## src/rtl/fft_frame_ctrl.sv

```systemverilog
// fft_frame_ctrl: frame sequencer between a FIR output stream and a fixed-latency FFT.
// Counts samples into frames, flags each frame result after PIPE_LAT cycles, runs TOTAL_FRAMES frames.
//
// Ports:
//   clk        rising-edge clock
//   rst        synchronous active-high reset
//   start      begins a run when sampled high in IDLE
//   abort      cancels a run in progress; wins over start in IDLE
//   fir_valid  FIR sample present this cycle
//   sample_en  combinational: datapath shifts in the FIR sample this cycle
//   sample_cnt position of the next sample within the current frame
//   fft_valid  one-cycle pulse: FFT outputs hold a complete frame
//   frame_idx  index of the frame flagged by fft_valid; holds otherwise
//   busy       high in RUN and FLUSH
//   done       one-cycle pulse at end of a completed run
module fft_frame_ctrl #(
  parameter int FRAME_LEN    = 16,
  parameter int PIPE_LAT     = 5,
  parameter int TOTAL_FRAMES = 64
) (
  input  logic                         clk,
  input  logic                         rst,
  input  logic                         start,
  input  logic                         abort,
  input  logic                         fir_valid,
  output logic                         sample_en,
  output logic [$clog2(FRAME_LEN)-1:0] sample_cnt,
  output logic                         fft_valid,
  output logic [6:0]                   frame_idx,
  output logic                         busy,
  output logic                         done
);

  localparam int CW = $clog2(FRAME_LEN);
  localparam logic [CW-1:0] CNT_LAST = CW'(FRAME_LEN - 1);
  localparam logic [6:0] FRM_LAST = 7'(TOTAL_FRAMES - 1);

  typedef enum logic [1:0] {
    IDLE,
    RUN,
    FLUSH,
    DONE
  } state_t;

  state_t              state;
  logic [6:0]          in_frames;
  logic [6:0]          out_frames;
  logic [PIPE_LAT-1:0] dly;
  logic [PIPE_LAT:0]   dly_n;
  logic                frame_end;

  assign sample_en = fir_valid && (state == RUN) && !abort;
  assign frame_end = sample_en && (sample_cnt == CNT_LAST);

  // One flag per frame in flight; overlapping frames occupy separate bits.
  assign dly_n     = {dly, frame_end};
  assign fft_valid = dly[PIPE_LAT-1];

  always_ff @(posedge clk) begin
    if (rst) begin
      state      <= IDLE;
      sample_cnt <= '0;
      in_frames  <= '0;
      out_frames <= '0;
      dly        <= '0;
      frame_idx  <= '0;
      busy       <= 1'b0;
      done       <= 1'b0;
    end else begin
      done <= 1'b0;
      dly  <= dly_n[PIPE_LAT-1:0];
      // Power-of-two length: natural wrap returns to 0 at frame end.
      if (sample_en)
        sample_cnt <= sample_cnt + CW'(1);
      if (frame_end)
        in_frames <= in_frames + 7'd1;
      if (fft_valid)
        out_frames <= out_frames + 7'd1;
      // Load the index as the flag reaches the output so it is
      // stable for the whole pulse and held afterwards.
      if (dly_n[PIPE_LAT-1] && !abort)
        frame_idx <= out_frames + 7'(fft_valid);

      if (busy && abort) begin
        state      <= IDLE;
        busy       <= 1'b0;
        sample_cnt <= '0;
        in_frames  <= '0;
        out_frames <= '0;
        dly        <= '0;
      end else begin
        unique case (state)
          IDLE: begin
            if (start && !abort) begin
              state      <= RUN;
              busy       <= 1'b1;
              sample_cnt <= '0;
              in_frames  <= '0;
              out_frames <= '0;
              dly        <= '0;
            end
          end
          RUN: begin
            if (frame_end && (in_frames == FRM_LAST))
              state <= FLUSH;
          end
          FLUSH: begin
            if (fft_valid && (out_frames == FRM_LAST)) begin
              state <= DONE;
              busy  <= 1'b0;
              done  <= 1'b1;
            end
          end
          DONE: begin
            state <= IDLE;
          end
        endcase
      end
    end
  end

endmodule

```

## config.mk

```make
export PLATFORM = sky130hd
export DESIGN_NAME = fft_frame_ctrl
export DESIGN_NICKNAME = d
export VERILOG_FILES = /design/src/rtl/fft_frame_ctrl.sv
export SDC_FILE = /design/constraint.sdc
export NUM_CORES = 1
export LEC_CHECK = 0
export ABC_AREA = 1
export BUFFER_PORTS_ARGS = -buffer_cell sky130_fd_sc_hd__clkbuf_2
export CAP_MARGIN = 0
export CORE_UTILIZATION = 35
export CTS_BUF_LIST = sky130_fd_sc_hd__clkbuf_4
export CTS_CLUSTER_DIAMETER = 120
export DETAILED_ROUTE_END_ITERATION = 6
export PLACE_DENSITY = 0.61
export REMOVE_ABC_BUFFERS = 1
export SYNTH_ARGS = -nofsm -noshare
export SYNTH_HDL_FRONTEND = slang
export SYNTH_SLANG_ARGS = --single-unit
export TNS_END_PERCENT = 20
```

## constraint.sdc

```tcl
create_clock -name clk -period 1.36 [get_ports clk]
set_clock_uncertainty 0.15 [all_clocks]
set_input_delay 0.068 -clock clk [delete_from_list [all_inputs] [get_ports clk]]
set_output_delay 0.068 -clock clk [all_outputs]
set_load 0.02 [all_outputs]
```

==> Yosys cells after proc, flatten, opt, wreduce, memory -nomap -nowiden <==
Cells that the tools add are included.
{ "totals": {"out_inout_bits": 15, "register_bits": 34} }
{ "op_classes": {"n_eq_ne": 9, "n_mux": 19, "bitwise": 1, "addsub": 4, "n_reduce_logical": 15} }
{ "ops": {"columns": ["cell", "n"], "rows": [
  ["$mux W7", 6],
  ["$add A7 B1 Y7 const B", 2],
  ["$eq A7 B6 Y1 const B", 2],
  ["$mux W4", 3],
  ["$mux W5", 2],
  ["$logic_and A1 B1 Y1", 8],
  ["$pmux W2 S4", 1],
  ["$add A7 B1 Y7", 1],
  ["$mux W2", 3],
  ["$reduce_and A3 Y1", 2],
  ["$add A4 B1 Y4 const B", 1],
  ["$eq A2 B2 Y1 const B", 2],
  ["$eq A4 B4 Y1 const B", 1],
  ["$ne A2 B2 Y1 const B", 2],
  ["$mux W1", 3],
  ["$reduce_or A3 Y1", 1],
  ["$eq A2 B1 Y1 const B", 1],
  ["$logic_not A2 Y1", 1],
  ["$ne A2 B1 Y1 const B", 1],
  ["$pmux W1 S2", 1],
  ["$reduce_bool A2 Y1", 1],
  ["$reduce_or A2 Y1", 1],
  ["$logic_not A1 Y1", 1],
  ["$not A1 Y1", 1]
]} }

==> Logic depth before layout (Yosys ltp) <==
{ "logic_depth": {"ltp_word": 7, "depth_mapped": 9, "depth_no_buf": 9} }

==> Worst setup path after synthesis <==
Ideal clock, no wire load.
{ "synth_path": {"kind": "reg2reg", "from": "register sample_cnt[1]", "to": "register in_frames[6]", "n_path_buf": 0, "stages_incl_launch_ff": 7, "arrival_time_ps": 1345, "slack_ps": -201, "path_cell_list": "dfxtp_1 > ha_1 > nand3_1 > nor2_4 > nand2_1 > or2_1 > a21oi_2"} }
{ "synth_between": {"elab_chain_cells": 5} }
{ "synth_rtl": {"columns": ["item", "line_no", "text"], "rows": [
  ["start, declared", "27", "output logic [$clog2(FRAME_LEN)-1:0] sample_cnt,"],
  ["start signal, assigned", "74", "sample_cnt <= sample_cnt + CW'(1);"],
  ["$eq A4 B4 Y1 (*)", "53", "assign frame_end = sample_en && (sample_cnt == CNT_LAST);"],
  ["$logic_and A1 B1 Y1 (*)", "53", null],
  ["$mux W7 (*)", "75", "if (frame_end)"],
  ["$mux W7", "94", "if (start && !abort) begin"],
  ["$mux W7 (*)", "92", "unique case (state)"],
  ["end signal, assigned", "76", "in_frames <= in_frames + 7'd1;"],
  ["end, declared", "46", "logic [6:0] in_frames;"]
]} }
Mark *: on every way between the ends. The rest lies on a longest branch, timed or not.
A chain may end at the register's enable or synchronous reset.

==> Worst setup path after layout <==
{ "layout_path": {"from": "register state[1]", "to": "register state[1]"} }
{ "layout_between": {"elab_chain_cells": 7, "elab_cells_between_ends": 13} }
{ "layout_rtl": {"columns": ["item", "line_no", "text"], "rows": [
  ["start, declared", "45", "state_t state;"],
  ["start signal, assigned", "61", "state <= IDLE;"],
  ["start signal, assigned", "85", "state <= IDLE;"],
  ["start signal, assigned", "95", "state <= RUN;"],
  ["$eq A2 B1 Y1", "52, 92", null],
  ["$logic_and A1 B1 Y1 (2 in series)", "52", "assign sample_en = fir_valid && (state == RUN) && !abort;"],
  ["$logic_and A1 B1 Y1", "53", null],
  ["$logic_and A1 B1 Y1", "104", "if (frame_end && (in_frames == FRM_LAST))"],
  ["$ne A2 B1 Y1 (no line)", null, null],
  ["$reduce_and A3 Y1 (no line)", null, null]
]} }
Parallel ways exist; a longest one is shown, timed or not.

==> impl_metrics.xml <==
<?xml version="1.0" encoding="UTF-8"?>
<metrics>
  <group name="status">
    <metric name="status" unit="">finished, violations left</metric>
    <metric name="failing_checks" unit="">setup timing</metric>
  </group>
  <group name="setup_path">
    <metric name="timing.critical_path.arrival" unit="ns">1.62</metric>
    <metric name="max_stage_delay" unit="ns">0.34</metric>
    <metric name="crit-reg2reg-capture" unit="">state[1]$_SDFFE_PP0P_</metric>
    <metric name="worstPathCellList" unit="">inv_2 -&gt; ha_4 -&gt; nand3_4 -&gt; buf_6 -&gt; nor2_4 -&gt; nand2_1 -&gt; nand2_2 -&gt; nand3_2 -&gt; nand2_1 -&gt; nor2_1</metric>
    <metric name="critical-path-top-cell-by-count" unit="">sky130_fd_sc_hd__nand2_1</metric>
    <metric name="required" unit="ns">1.44</metric>
    <metric name="startpoint_of_the_worst_register_to_register_path" unit="">state[1]$_SDFFE_PP0P_</metric>
    <metric name="reg2regPathDepth" unit="">10</metric>
    <metric name="timing.reg2reg.setup_slack" unit="ns">-0.18</metric>
    <metric name="worst-setup-path-type" unit="">reg -&gt; reg</metric>
    <metric name="cpMaxStageDelayCell" unit="">sky130_fd_sc_hd__dfxtp_2</metric>
    <metric name="timing.critical_path.from_type" unit="">flop</metric>
    <metric name="worst-path-max-fanout" unit="">7</metric>
    <metric name="setup.worst_path.end_class" unit="">flop</metric>
  </group>
  <group name="cts">
    <metric name="cts_sinks" unit="">34</metric>
    <metric name="clk_pin_slew" unit="ns">0.11</metric>
    <metric name="insertion_delay" unit="ns">0.33</metric>
    <metric name="h-tree-depth" unit="">2</metric>
    <metric name="clock_path_buffers" unit="">2</metric>
    <metric name="tritoncts.num_buffers" unit="">5</metric>
    <metric name="clock_tree_from_tritoncts" unit="">built</metric>
    <metric name="cts_root_buffer" unit="">sky130_fd_sc_hd__clkbuf_4</metric>
  </group>
  <group name="timing">
    <metric name="whs" unit="ns">0.05842</metric>
    <metric name="setup-tns-final" unit="ns">-1.408</metric>
    <metric name="timing.max_slew.rel_slack" unit="%">85.84</metric>
    <metric name="rsz0062_at_grt" unit="">true</metric>
    <metric name="timing.final.ws_setup" unit="ns">-0.1825</metric>
    <metric name="layout_worst_path_cycle_share" unit="%">113.4</metric>
    <metric name="timing.final.hold_violations" unit="">0</metric>
    <metric name="final.min_clock_period" unit="ns">1.543</metric>
    <metric name="timing.final.max_slew_violations" unit="">0</metric>
    <metric name="fmaxAchievable" unit="MHz">648.3</metric>
    <metric name="finalSetupViolations" unit="">21</metric>
    <metric name="worst-slew-pin-transition" unit="ns">0.2109</metric>
  </group>
  <group name="floorplanning">
    <metric name="fp.dieArea" unit="sq mm">0.004839</metric>
    <metric name="floorplan.initialDensity" unit="%">36.44</metric>
    <metric name="placeableCoreArea" unit="sq mm">0.004384</metric>
    <metric name="row_count" unit="">24</metric>
    <metric name="die-height" unit="um">69.57</metric>
    <metric name="design.portCount" unit="">20</metric>
    <metric name="dieWidth" unit="um">69.57</metric>
  </group>
  <group name="yosys">
    <metric name="synth_enable_flop_cells" unit="">0</metric>
    <metric name="ys_types" unit="">30</metric>
    <metric name="post_synth_inst_count" unit="">207</metric>
    <metric name="seq_area_frac_synth" unit="%">42.60</metric>
    <metric name="synth-main-ff-cell" unit="">sky130_fd_sc_hd__dfxtp_1</metric>
    <metric name="synth.avg_cell_area" unit="sq um">7.719</metric>
    <metric name="synth.yosys.warnings" unit="">0</metric>
    <metric name="yosys_register_bits" unit="">34</metric>
    <metric name="post_synth_instance_area" unit="sq mm">0.001598</metric>
    <metric name="postSynth.asyncResetShare" unit="%">0</metric>
  </group>
  <group name="worst_hold_path">
    <metric name="worstHoldEndpoint" unit="">frame_idx[2]$_SDFFE_PP0P_</metric>
    <metric name="holdCritPathClass" unit="">in -&gt; reg</metric>
    <metric name="worstHoldStart" unit="">abort</metric>
    <metric name="worst_hold_path.num_cells" unit="">4</metric>
  </group>
  <group name="placement">
    <metric name="place.detailed.hpwl" unit="um">2272</metric>
    <metric name="place_ws" unit="ns">-0.1848</metric>
    <metric name="dpl-instance-area" unit="sq mm">0.001944</metric>
    <metric name="gpl.final_weighted_congestion" unit="">0.7677</metric>
    <metric name="port_buffers" unit="">19</metric>
  </group>
  <group name="global_routing">
    <metric name="grt_pass1_vias" unit="">1452</metric>
    <metric name="antenna_found_initial" unit="">0</metric>
    <metric name="total_overflow_reported_by_the_global_router" unit="">0</metric>
    <metric name="maximum_number_of_pins_on_one_net_before_global_route_repair" unit="">12</metric>
    <metric name="total_routing_usage_reported_by_global_routing" unit="%">14.73</metric>
    <metric name="grt_pass1_wl" unit="um">5727</metric>
  </group>
  <group name="flow_run">
    <metric name="max_cap_violation_count" unit="">0</metric>
  </group>
  <group name="route">
    <metric name="avg_vias_per_cell" unit="">4.505</metric>
    <metric name="totalWireLength" unit="um">3122</metric>
    <metric name="drt_iter0_markers" unit="">23</metric>
    <metric name="final_antenna_net_count" unit="">0</metric>
    <metric name="drc" unit="">0</metric>
    <metric name="dr_total_vias" unit="">1428</metric>
    <metric name="drt_first_pass_iters" unit="">4</metric>
    <metric name="wire_per_inst" unit="um">9.849</metric>
  </group>
  <group name="final_layout">
    <metric name="fillCellCount" unit="">431</metric>
    <metric name="num_antenna_cells" unit="">0</metric>
    <metric name="post-route-util" unit="%">50.29</metric>
    <metric name="layout_net_count" unit="">278</metric>
    <metric name="areaGrowthSynthToFinish" unit="%">37.98</metric>
    <metric name="share_of_post_route_cells_with_drive_strength_above_1" unit="%">34.34</metric>
    <metric name="top_library_cells_by_usage_in_the_layout_fill_and_taps_aside" unit="">30 x sky130_fd_sc_hd__inv_1, 30 x sky130_fd_sc_hd__dfxtp_1, 29 x sky130_fd_sc_hd__nor2_1</metric>
    <metric name="final_cell_area" unit="sq mm">0.002205</metric>
  </group>
  <group name="pwr">
    <metric name="power.density_cell_area" unit="mW/mm^2">1016</metric>
    <metric name="cellLeakagePower" unit="uW">0.0009726</metric>
    <metric name="power.ir.vdd_worst" unit="mV">0.5936</metric>
  </group>
</metrics>
==> metrics by stage <==
stage	cells	power, uW
2_1_floorplan	204	1408
3_3_place_gp	301	1582
3_5_place_dp	301	1591
4_1_cts	316	2231
5_1_grt	317	2392
6_report	317	2241
==> metal layers <==
metal  part of all wire, %  vias up  track usage (%)
li1                      -      769                -
met1                    46      631            15.30
met2                    50       21            27.62
met3                   2.9        7            3.488
met4                   1.8        0            6.803
met5                     0        -                0
==> synthesized netlist by cell type (all sizes together), types with 3 or more instances <==
cell type  instances  area share, %
nor2              36            9.4
dfxtp             34             43
inv               34            8.0
nand2             32            8.3
a21oi             19            7.6
o21ai             14            4.4
ha                 9            7.0
nand3              9            3.6
buf                3            1.3
nor3               3           0.94
xnor2              3            1.6
==> final cells by class <==
class	count	area [sq um]	share of cell area, %
clock inverters	3	11.26	0.5108
well taps	52	65.06	2.951
repair buffers	53	387.9	17.59
flip-flops and latches	34	685.7	31.10
inverters	34	132.6	6.016
clock buffers	5	37.54	1.703
multi-input cells	136	884.6	40.12
==> worst max path at each step <==
stage	startpoint	endpoint	slack (ns)	depth (start not counted)
finish	state[1]$_SDFFE_PP0P_	state[1]$_SDFFE_PP0P_	-0.18	10
global route	state[1]$_SDFFE_PP0P_	in_frames[6]$_SDFF_PP0_	-0.28	8
floorplan	sample_cnt[1]$_SDFF_PP0_	in_frames[6]$_SDFF_PP0_	-0.20	6
CTS	state[1]$_SDFFE_PP0P_	in_frames[6]$_SDFF_PP0_	-0.19	8
global placement	state[1]$_SDFFE_PP0P_	in_frames[6]$_SDFF_PP0_	-0.13	7
detailed placement	state[1]$_SDFFE_PP0P_	in_frames[6]$_SDFF_PP0_	-0.18	7
==> cells by family (layout without fill, tap and decap cells) <==
| group | count (synthesis) | count (layout) | share of synthesized area, % |
|---|---|---|---|
| flip-flops | 34 | 34 | 42.60 |
| multiplexers | 1 | 1 | 0.6265 |
| AND/OR/NAND/NOR | 85 | 85 | 24.28 |
| adder cells (fa/ha/maj) | 9 | 9 | 7.048 |
| XOR/XNOR | 4 | 4 | 2.193 |
| AO/OA/AOI/OAI | 37 | 37 | 13.94 |
| buffers and inverters | 37 | 95 | 9.319 |
==> flip-flops by register name, indices dropped and copies added, names as in the netlist <==
signal and flops:
state 2, busy 1, out_frames 7, in_frames 7, done 1, sample_cnt 4
dly 5, frame_idx 7
==> report_power, final <==
group / internal (uW) / leakage, uW / switching (uW)
clock network: 184 / 0.0000277 / 334
registers: 1030 / 0.000276 / 26.1
logic: 312 / 0.000669 / 353
total: 1530 / 0.000973 / 713
==> repair_timing <==
item,in CTS,in global routing
gates resized for setup,24,17
pin swaps,10,9
hold buffers,3,0
buffers inserted,5,1
endpoints found under the setup margin,26,29
hold endpoints to repair,5,0
==> worst max-delay path: cells and delay by family, from the launching register on <==
family	cells	cell delay, ns
fa+ha+maj	1	0.14
buf+inv	2	0.19
flops	1	0.34
simple gates	7	0.63
Power figures use the tool's default switching activity.
